## src/rtl/rgb2y_pkg.sv

```systemverilog
// Shared constants for the RGB-to-luma converter: coefficient encodings per
// POWEREFF mode, fraction widths and accumulator sizing.
package rgb2y_pkg;

    localparam int MODE_MULT8  = 0;
    localparam int MODE_SHIFT4 = 1;
    localparam int MODE_SHIFT7 = 2;

    localparam int FRAC_MULT8  = 8;
    localparam int FRAC_SHIFT4 = 4;
    localparam int FRAC_SHIFT7 = 7;

    // Mode 0 numerators over 2^8
    localparam int M0_COEF_R = 77;
    localparam int M0_COEF_G = 150;
    localparam int M0_COEF_B = 29;

    // Mode 1 over 2^4: R = 4+1, G = 8+1, B = 2
    localparam int M1_R_SH_HI = 2;
    localparam int M1_R_SH_LO = 0;
    localparam int M1_G_SH_HI = 3;
    localparam int M1_G_SH_LO = 0;
    localparam int M1_B_SH    = 1;

    // Mode 2 over 2^7: R = 32+4, G = 64+8, B = 16-1
    localparam int M2_R_SH_HI = 5;
    localparam int M2_R_SH_LO = 2;
    localparam int M2_G_SH_HI = 6;
    localparam int M2_G_SH_LO = 3;
    localparam int M2_B_SH    = 4;

    function automatic int frac_width(input int mode);
        case (mode)
            MODE_MULT8:  return FRAC_MULT8;
            MODE_SHIFT4: return FRAC_SHIFT4;
            MODE_SHIFT7: return FRAC_SHIFT7;
            default:     return 0;
        endcase
    endfunction

    // Coefficients sum to at most 1, so COLORDEPTH+frac bits never overflow.
    function automatic int acc_width(input int colordepth, input int mode);
        return colordepth + frac_width(mode);
    endfunction

    function automatic bit mode_supported(input int mode);
        return (mode >= MODE_MULT8) && (mode <= MODE_SHIFT7);
    endfunction

endpackage

```

## src/rtl/rgb_to_luma_sig_delay.sv

```systemverilog
// N-stage shift register with synchronous active-low reset; exposes the
// final stage and the one before it.
module sig_delay #(
    parameter int DATA_W = 3,
    parameter int STAGES = 2
) (
    input  logic              clk,
    input  logic              rst,
    input  logic [DATA_W-1:0] data_i,
    output logic [DATA_W-1:0] data_o,
    output logic [DATA_W-1:0] prev_o
);

    logic [DATA_W-1:0] stage_q [STAGES];

    always_ff @(posedge clk) begin
        if (!rst) begin
            for (int i = 0; i < STAGES; i++) begin
                stage_q[i] <= '0;
            end
        end else begin
            stage_q[0] <= data_i;
            for (int i = 1; i < STAGES; i++) begin
                stage_q[i] <= stage_q[i-1];
            end
        end
    end

    assign data_o = stage_q[STAGES-1];

    generate
        if (STAGES > 1) begin : g_prev_tap
            assign prev_o = stage_q[STAGES-2];
        end else begin : g_prev_input
            assign prev_o = data_i;
        end
    endgenerate

endmodule

```

## src/rtl/rgb_to_luma.sv

```systemverilog
// Two-stage RGB-to-luma converter: weighted terms, then sum and floor.
// Video controls ride an identical two-stage delay to stay aligned.
module rgb_to_luma
    import rgb2y_pkg::*;
#(
    parameter int COLORDEPTH = 8,
    parameter int POWEREFF   = 2
) (
    input  logic                  clk,
    input  logic                  rst,
    input  logic [COLORDEPTH-1:0] red_i,
    input  logic [COLORDEPTH-1:0] green_i,
    input  logic [COLORDEPTH-1:0] blue_i,
    input  logic                  dv_i,
    input  logic                  hs_i,
    input  logic                  vs_i,
    output logic [COLORDEPTH-1:0] gamma_o,
    output logic                  dv_o,
    output logic                  hs_o,
    output logic                  vs_o,
    output logic                  line_end_o
);

    localparam int FW = frac_width(POWEREFF);
    localparam int AW = acc_width(COLORDEPTH, POWEREFF);

    function automatic logic [COLORDEPTH-1:0] floor_frac(input logic [AW-1:0] acc);
        return COLORDEPTH'(acc >> FW);
    endfunction

    logic [AW-1:0] r_ext, g_ext, b_ext;
    logic [AW-1:0] r_term_d, g_term_d, b_term_d;
    logic [AW-1:0] r_term_p1_q, g_term_p1_q, b_term_p1_q;
    logic [AW-1:0] sum_p2;
    logic [COLORDEPTH-1:0] gamma_d, gamma_q;

    assign r_ext = AW'(red_i);
    assign g_ext = AW'(green_i);
    assign b_ext = AW'(blue_i);

    generate
        if (POWEREFF == MODE_MULT8) begin : g_mult8
            always_comb begin
                r_term_d = r_ext * AW'(M0_COEF_R);
                g_term_d = g_ext * AW'(M0_COEF_G);
                b_term_d = b_ext * AW'(M0_COEF_B);
            end
        end else if (POWEREFF == MODE_SHIFT4) begin : g_shift4
            always_comb begin
                r_term_d = (r_ext << M1_R_SH_HI) + (r_ext << M1_R_SH_LO);
                g_term_d = (g_ext << M1_G_SH_HI) + (g_ext << M1_G_SH_LO);
                b_term_d = b_ext << M1_B_SH;
            end
        end else if (POWEREFF == MODE_SHIFT7) begin : g_shift7
            always_comb begin
                r_term_d = (r_ext << M2_R_SH_HI) + (r_ext << M2_R_SH_LO);
                g_term_d = (g_ext << M2_G_SH_HI) + (g_ext << M2_G_SH_LO);
                b_term_d = (b_ext << M2_B_SH) - b_ext;
            end
        end else begin : g_unsupported
            $error("rgb_to_luma: unsupported POWEREFF value %0d", POWEREFF);
            assign r_term_d = '0;
            assign g_term_d = '0;
            assign b_term_d = '0;
        end
    endgenerate

    // Stage 1: weighted partial products at full precision
    always_ff @(posedge clk) begin
        if (!rst) begin
            r_term_p1_q <= '0;
            g_term_p1_q <= '0;
            b_term_p1_q <= '0;
        end else begin
            r_term_p1_q <= r_term_d;
            g_term_p1_q <= g_term_d;
            b_term_p1_q <= b_term_d;
        end
    end

    assign sum_p2  = r_term_p1_q + g_term_p1_q + b_term_p1_q;
    assign gamma_d = floor_frac(sum_p2);

    // Stage 2: summed, floored luma
    always_ff @(posedge clk) begin
        if (!rst) begin
            gamma_q <= '0;
        end else begin
            gamma_q <= gamma_d;
        end
    end

    assign gamma_o = gamma_q;

    logic [2:0] ctl_in, ctl_p2, ctl_p1;
    logic       unused_ctl_p1;

    assign ctl_in = {dv_i, hs_i, vs_i};

    sig_delay #(
        .DATA_W (3),
        .STAGES (2)
    ) u_ctl_delay (
        .clk    (clk),
        .rst    (rst),
        .data_i (ctl_in),
        .data_o (ctl_p2),
        .prev_o (ctl_p1)
    );

    assign dv_o = ctl_p2[2];
    assign hs_o = ctl_p2[1];
    assign vs_o = ctl_p2[0];

    // Last valid pixel: valid now, and the pixel one stage behind is not.
    assign line_end_o    = ctl_p2[2] & ~ctl_p1[2];
    assign unused_ctl_p1 = ^ctl_p1[1:0];

endmodule

```

## config.mk

```make
export PLATFORM = sky130hd
export DESIGN_NAME = rgb_to_luma
export DESIGN_NICKNAME = d
export VERILOG_FILES = /design/src/rtl/rgb2y_pkg.sv /design/src/rtl/rgb_to_luma_sig_delay.sv /design/src/rtl/rgb_to_luma.sv
export SDC_FILE = /design/constraint.sdc
export NUM_CORES = 1
export LEC_CHECK = 0
export ABC_AREA = 1
export CORE_MARGIN = 5
export CORE_UTILIZATION = 55
export CTS_CLUSTER_SIZE = 40
export DETAILED_ROUTE_END_ITERATION = 16
export PLACE_DENSITY = 0.77
export SYNTH_ARGS = -nofsm -noshare
export SYNTH_HDL_FRONTEND = slang
export SYNTH_SLANG_ARGS = --single-unit
```

## constraint.sdc

```tcl
create_clock -name clk -period 4.13 [get_ports clk]
set_input_delay 0.6195 -clock clk [delete_from_list [all_inputs] [get_ports clk]]
set_output_delay 0.6195 -clock clk [all_outputs]
set_load 0.005 [all_outputs]
```

# Word level (Yosys, flattened, before mapping)
# Memory sizes are Yosys's and may differ from the RTL's.
# Index checks and enable logic that the tools add are counted.
# word_totals
reg_bits	53
ram_bits	6
inputBits	29
memories	1
# op_classes
n_addsub	5
muxes	4
bitwise_logic	4
# memory_table
memory	depth	width	rd	rd_ports_with_merged_regs	wr	line	rtl
u_ctl_delay.stage_q	2	3	2	0	2	rgb_to_luma_sig_delay.sv:14	logic [DATA_W-1:0] stage_q [STAGES];
# op_table
op	count
adder 15 bit	2
adder 14 x 11 -> 15 bit	1
adder 13 x 10 -> 14 bit	1
subtractor 12 x 8 -> 13 bit	1
2-to-1 mux 3 bit	2
2-to-1 mux 1 bit	2
OR 1 bit	2
AND 1 bit	1
inverter 1 bit	1

# Longest topological paths before layout
# Gate-level depths: netlist of run 1.
# An unclocked memory read counts as a cell.
# depth
ltp_word	3
depth_mapped	13

# Cells and area by module
# From an unflattened synthesis of run 1, not the netlist that was laid out.
# hier_totals
cells_unflattened	388
area_unflattened_um2	2860.2
# by_module_without_submodules
mod	instances	cells_per_inst	area_per_inst_um2	seq_area_each_um2
rgb_to_luma	1	370	2695.1	860.8
sig_delay	1	18	165.2	120.1

# Least setup slack after synthesis of run 1
# OpenSTA, ideal clock, no wires.
# synth_timing
path_type	register to register
startpoint	reg r_term_p1_q[6]
endpoint	reg gamma_q[6], in the netlist gamma_o[6]
t_arrival_ns	1.735
setup_slack_ns	2.282
path_stages_with_launch	13
synth_period_minus_slack_ns	1.848
path_cell_list	dfxtp_1 -> inv_1 -> fa_1 -> inv_1 -> ha_1 -> nand2_1 -> nand2_1 -> nand3_1 -> nand2_1 -> nand2_1 -> nand3_1 -> nor2_1 -> nor2_1
# synth_between
elab_chain_len	2
# synth_lines
element	line	rtl
from (decl)	rgb_to_luma.sv:33	logic [AW-1:0] r_term_p1_q, g_term_p1_q, b_term_p1_q;
from (signal assigned)	rgb_to_luma.sv:75	r_term_p1_q <= r_term_d;
adder 15 bit (2 in series)	rgb_to_luma.sv:81	assign sum_p2 = r_term_p1_q + g_term_p1_q + b_term_p1_q;
to (signal assigned)	rgb_to_luma.sv:89	gamma_q <= gamma_d;
to (decl)	rgb_to_luma.sv:35	logic [COLORDEPTH-1:0] gamma_d, gamma_q;
# No other way between the ends.
# A chain may end at the register's enable or synchronous reset.

# Worst setup path after layout of run 1
# layout_timing
startpoint	in red_i[3]
endpoint	reg r_term_p1_q[11]
# layout_between
elab_chain_len	1
# layout_lines
element	line	rtl
from (decl)	rgb_to_luma.sv:11	input logic [COLORDEPTH-1:0] red_i,
adder 13 x 10 -> 14 bit	rgb_to_luma.sv:56	r_term_d = (r_ext << M2_R_SH_HI) + (r_ext << M2_R_SH_LO);
# No other way between the ends.

==> results of run 1 <==
-- metal layers --
metal | track usage | wire [microns] | vias up
li1 | - | - | 1320
met1 | 0.226 | 2690 | 1117
met2 | 0.320 | 2760 | 57
met3 | 0.0347 | 281 | 9
met4 | 0.0475 | 82 | 0
met5 | 0 | 0 | -
-- final cells by class --
cell class	count	area, sq um	share of cell area
inverter	70	263	0.0749
sequential	49	981	0.280
timing repair buffer	41	408	0.116
clock inverter	2	38.8	0.0111
clock buffer	6	72.6	0.0207
multi-input combinational	272	1660	0.473
tap	70	87.6	0.0250
-- critical path, cell delays in order --
cell and delay, ns:
clkdlybuf4s50_1 0.51, ha_1 0.19, inv_1 0.05, fa_1 0.36, inv_1 0.09, nand3_1 0.07
nand2_1 0.09, nand2_1 0.05, inv_1 0.06, o21ai_1 0.09, nor2_1 0.12, nor2_1 0.06
-- per-stage QoR --
step / instances / util / hold slack, ns
floorplan: 396 / - / 0.390
global placement: 502 / 0.661 / 0.399
detailed placement: 502 / 0.661 / 0.405
CTS: 510 / 0.683 / 0.426
global route: 510 / 0.683 / 0.446
finish: 510 / 0.683 / 0.424
-- flip-flops by register name, indices dropped and copies added (netlist names) --
name                 count
u_ctl_delay.stage_q      6
g_term_p1_q             12
r_term_p1_q             12
b_term_p1_q             11
gamma_o                  8
-- layout by cell type (no fill, tap or decap) --
master,instances
nand3_1,13
buf_4,1
clkinv_4,1
nand2_2,5
bufinv_16,1
nor3_1,6
a21o_1,3
o21bai_1,1
nand3_2,2
a31oi_1,1
o21a_1,4
clkbuf_8,5
a21oi_2,2
and2_1,1
xor2_1,1
o21bai_2,1
clkdlybuf4s50_1,40
nor4_1,1
inv_1,69
clkbuf_1,1
nor2_8,1
nor2_1,47
dfxtp_1,49
nand4_1,4
a21boi_2,2
inv_2,1
ha_1,24
a21oi_1,27
fa_1,13
nor2_2,3
nand2_1,96
o21ai_1,4
o21ai_0,8
xnor2_1,1
a21boi_0,1
-- power by group through the flow --
stage	registers (uW)	clock network, uW	logic (uW)
3_5_place_dp	552	0	394
6_report	540	338	397
4_1_cts	541	346	397
2_1_floorplan	551	0	261
5_1_grt	545	363	453
3_3_place_gp	550	0	386
-- worst paths after layout --
path,startpoint,to,slack (ns),depth (start not counted)
worst max-delay path,red_i[3],r_term_p1_q[11],1.97,12
worst min-delay path,u_ctl_delay.stage_q[0][0],u_ctl_delay.stage_q[0][3],0.42,2
worst max register to register,b_term_p1_q[13],gamma_o[6],2.02,8
worst min register to register,u_ctl_delay.stage_q[0][0],u_ctl_delay.stage_q[0][3],0.42,2
-- kinds of logic (layout without fill, tap and decap cells) --
logic type,count (synthesis),count (layout),synth area share
simple gates,179,179,0.260
buf+inv,75,119,0.0976
compound gates,54,54,0.110
flops,49,49,0.335
fa+ha+maj,37,37,0.192
xor+xnor,2,2,0.00599
==> flow_metrics.py, run 1 <==
metrics = {
    "outcome": {
        "status": "complete, no violations",
    },
    "pwr": {
        "clkPwrFrac": 0.265,
        "pwr-share-comb": 0.311,
        "p_switching_uw": 395,
        "total_power_uw": 1270,
        "intPower_uw": 880,
        "p_leak_uw": 0.00185,
        "swShare": 0.310,
        "power.density_mw_per_mm2": 363,
        "max-vdd-ir-drop_mv": 0.179,
        "power_frac_seq": 0.424,
    },
    "critical_path": {
        "crit_fanout": 3,
        "crit_path_start_kind": "primary input",
        "critical_path_arrival_ns": 2.36,
        "endpoint_kind": "register",
        "required_ns": 4.33,
        "worst-setup-path-type": "in2reg",
    },
    "cells_and_area": {
        "nFillCells": 482,
        "area_growth_pct": 20.0,
        "diodes": 0,
        "final_area_sq_mm": 0.00351,
        "nets": 505,
        "drive_gt1_frac": 0.0568,
    },
    "timing": {
        "timing.final.max_slew_violations": 0,
        "hold_viol": 0,
        "fin_skew_ns": 0.00659,
        "fmax_ghz": 0.463,
        "finalCriticalPeriod_ns": 2.16,
        "tightest_slew_ns": 0.433,
        "grt_setup_unrepaired": "no",
        "tns_ns": 0,
        "relSlewSlack": 0.711,
        "setup_ws_ns": 1.97,
        "min_period_over_period": 0.523,
        "setup_viol": 0,
    },
    "yosys": {
        "syn_nets": 462,
        "ys_top_cells_by_area": "dfxtp_1 (34%), nand2_1 (12%), ha_1 (10%), fa_1 (8.9%), inv_1 (8.9%)",
        "synth-seq-area-share": 0.335,
        "synth.most_common_cell": "nand2_1",
        "postSynthAreaPerCell_sq_um": 7.38,
        "synth_top_area_share": 0.335,
        "yosys.area.top_type": "dfxtp_1",
        "ys_seq_elements": 49,
        "synth_warnings": 0,
        "synthTopCellsByCount": "nand2_1 (96), inv_1 (69), dfxtp_1 (49)",
        "synth_cell_types": 31,
        "synthArstFlopShare": 0,
        "synth_enable_flop_cells": 0,
        "synth_top_flop_cell": "dfxtp_1",
        "netlist_area_sq_mm": 0.00292,
        "synth_cells": 396,
    },
    "clock_tree": {
        "cts_resized": 0,
        "cts_made_buffers": 5,
        "hold_buffers": 0,
        "clock_path_buffers": 2,
        "clock_sinks": 49,
        "cts-root-buf": "clkbuf_8",
        "clk_pin_slew_worst_paths_ns": 0.09,
        "htreeDepth": 2,
        "clk_latency_ns": 0.30,
        "cts_setup_buffers": 0,
        "tritoncts": "built",
    },
    "drt": {
        "vias_per_cell": 4.91,
        "drt-total-wl_microns": 5810,
        "drtIter0Drc": 158,
        "wl_per_cell_microns": 11.4,
        "first_pass_iters": 5,
        "drc": 0,
        "antenna_left": 0,
        "vias": 2503,
    },
    "die": {
        "pin_count": 41,
        "num_rows": 26,
        "coreArea_sq_mm": 0.00514,
        "die-area_sq_mm": 0.00687,
        "die_y_microns": 82.9,
        "die_w_microns": 82.9,
        "start_util": 0.569,
    },
    "global_routing": {
        "grt.total_usage": 0.181,
        "grt_max_degree": 38,
        "antenna_found_initial": 0,
        "grt_pass1_vias": 2482,
        "grt_pass1_wl_microns": 10400,
        "gr-total-overflow": 0,
    },
    "placement": {
        "placed_area_sq_mm": 0.00340,
        "io_buffers": 40,
        "gp_congestion": 0.964,
        "dp_slack_ns": 1.66,
        "hpwlAfterDp_microns": 4830,
    },
    "flow_run": {
        "maxCapViolations": 0,
    },
    "hold_path": {
        "hold_path.class": "reg2reg",
    },
}
Note: power is estimated with default switching activity, not from simulation.
==> run 2: changes to the inputs <==
clock period = 2.08 ns   (was 4.13 ns; I/O delays follow)
==> flow_metrics.py, run 2 (same netlist as run 1, synthesis figures left out) <==
metrics = {
    "outcome": {
        "status": "complete, no violations",
    },
    "die": {
        "die_w_microns": 82.9,
        "coreArea_sq_mm": 0.00514,
        "start_util": 0.569,
        "die_y_microns": 82.9,
        "num_rows": 26,
        "pin_count": 41,
        "die-area_sq_mm": 0.00687,
    },
    "hold_path": {
        "hp-start": "u_ctl_delay.stage_q[0][1]",
        "hold_end": "u_ctl_delay.stage_q[0][4]",
        "worstHoldPathCells": 2,
        "hold_path.class": "reg2reg",
    },
    "global_routing": {
        "gr-total-overflow": 0,
        "grt_pass1_wl_microns": 10600,
        "grt_max_degree": 25,
        "grt_pass1_vias": 2509,
        "grt.total_usage": 0.182,
        "antenna_found_initial": 0,
    },
    "timing": {
        "finalCriticalPeriod_ns": 1.97,
        "min_period_over_period": 0.947,
        "fmax_ghz": 0.508,
        "setup_viol": 0,
        "setup_ws_ns": 0.110,
        "fin_skew_ns": 0.00452,
        "relSlewSlack": 0.838,
        "hold_viol": 0,
        "tightest_slew_ns": 0.241,
        "timing.final.max_slew_violations": 0,
    },
    "critical_path": {
        "r2r-start": "r_term_p1_q[12]",
        "endpoint_kind": "register",
        "cpPeakStageDelay_ns": 0.54,
        "crit_fanout": 5,
        "critical_path_arrival_ns": 2.22,
        "crit_path_start_kind": "register",
        "reg2regPathDepth": 8,
        "timing.rr.end": "gamma_o[6]",
        "required_ns": 2.33,
        "slowest_stage": "fa_1",
        "worst-setup-path-type": "reg2reg",
        "path_cells": "fa_1 -> ha_2 -> a21oi_1 -> a21boi_0 -> nand3_2 -> nand2_1 -> nand2_1 -> nor2_1",
        "critPathMostFrequentCell": "nand2_1",
        "rrSetupSlack_ns": 0.11,
    },
    "drt": {
        "antenna_left": 0,
        "drt-total-wl_microns": 6100,
        "drc": 0,
        "first_pass_iters": 4,
        "wl_per_cell_microns": 11.7,
        "vias": 2571,
        "drtIter0Drc": 144,
        "vias_per_cell": 4.95,
    },
    "cells_and_area": {
        "final_area_sq_mm": 0.00366,
        "nets": 514,
        "final_cell_mix": "nand2_1 (95), inv_1 (69), dfxtp_1 (48)",
        "drive_gt1_frac": 0.118,
        "nFillCells": 435,
        "diodes": 0,
        "mostFrequentLayoutCell": "nand2_1",
        "largest_registers": "g_term_p1_q x12, r_term_p1_q x12, b_term_p1_q x11",
        "final_cells": 519,
        "area_growth_pct": 25.0,
        "finish.utilization": 0.711,
    },
    "clock_tree": {
        "cts-root-buf": "clkbuf_8",
        "tritoncts": "built",
        "clk_latency_ns": 0.30,
        "cts_made_buffers": 5,
        "hold_buffers": 0,
        "cts_setup_buffers": 0,
        "clk_pin_slew_worst_paths_ns": 0.09,
        "cts_resized": 0,
        "clock_path_buffers": 2,
        "htreeDepth": 2,
        "clock_sinks": 49,
    },
    "pwr": {
        "p_leak_uw": 0.00189,
        "power.density_mw_per_mm2": 696,
        "total_power_uw": 2540,
        "max-vdd-ir-drop_mv": 0.312,
    },
    "placement": {
        "placed_area_sq_mm": 0.00346,
        "gp_congestion": 0.875,
        "dp_cells": 511,
        "dp_slack_ns": -0.0227,
        "hpwlAfterDp_microns": 5000,
        "io_buffers": 40,
    },
    "flow_run": {
        "maxCapViolations": 0,
    },
}
-- run 2: routing by layer --
layer,wire [microns],global-route usage,up-vias,part of all wire
met5,0,0,-,0
met4,102,0.0550,0,0.017
met3,422,0.0386,8,0.069
met2,2880,0.316,79,0.47
met1,2700,0.225,1144,0.44
li1,-,-,1340,-
-- run 2: where the power goes --
part	internal, uW	switching [uW]	total, uW
Clock	239	330	569
Combinational	419	484	903
Sequential	1030	37.6	1070
-- run 2: per-stage QoR --
step	setup TNS, ns	hold slack (ns)
after floorplan	0	0.390
after global placement	0	0.396
after detailed placement	-0.0227	0.401
after CTS	0	0.424
after global routing	-0.00268	0.444
final	0	0.420
-- run 2: worst max path at each step --
stage / cells after the start / slack, ns / from / to
3_5_place_dp: 12 / -0.02 / green_i[0] / g_term_p1_q[12]
5_1_grt: 12 / -0.002 / r_term_p1_q[5] / gamma_o[4]
2_1_floorplan: 12 / 0.23 / r_term_p1_q[6] / gamma_o[6]
4_1_cts: 10 / 0.002 / r_term_p1_q[5] / gamma_o[7]
3_3_place_gp: 11 / 0.02 / red_i[3] / r_term_p1_q[13]
6_report: 8 / 0.11 / r_term_p1_q[12] / gamma_o[6]
-- run 2: critical path: cells and delay by family (launching register included) --
kind,cells,cell delay (ns)
compound gates,2,0.45
fa+ha+maj,2,0.85
flops,1,0.33
simple gates,4,0.31
-- run 2: area by class of cell --
class | instances | area (sq um) | area share
Multi-Input combinational cell | 272 | 1760 | 0.481
Timing Repair Buffer | 50 | 475 | 0.130
Clock buffer | 5 | 68.8 | 0.0188
Tap cell | 70 | 87.6 | 0.0240
Clock inverter | 3 | 21.3 | 0.00582
Inverter | 70 | 263 | 0.0719
Sequential cell | 49 | 982 | 0.269
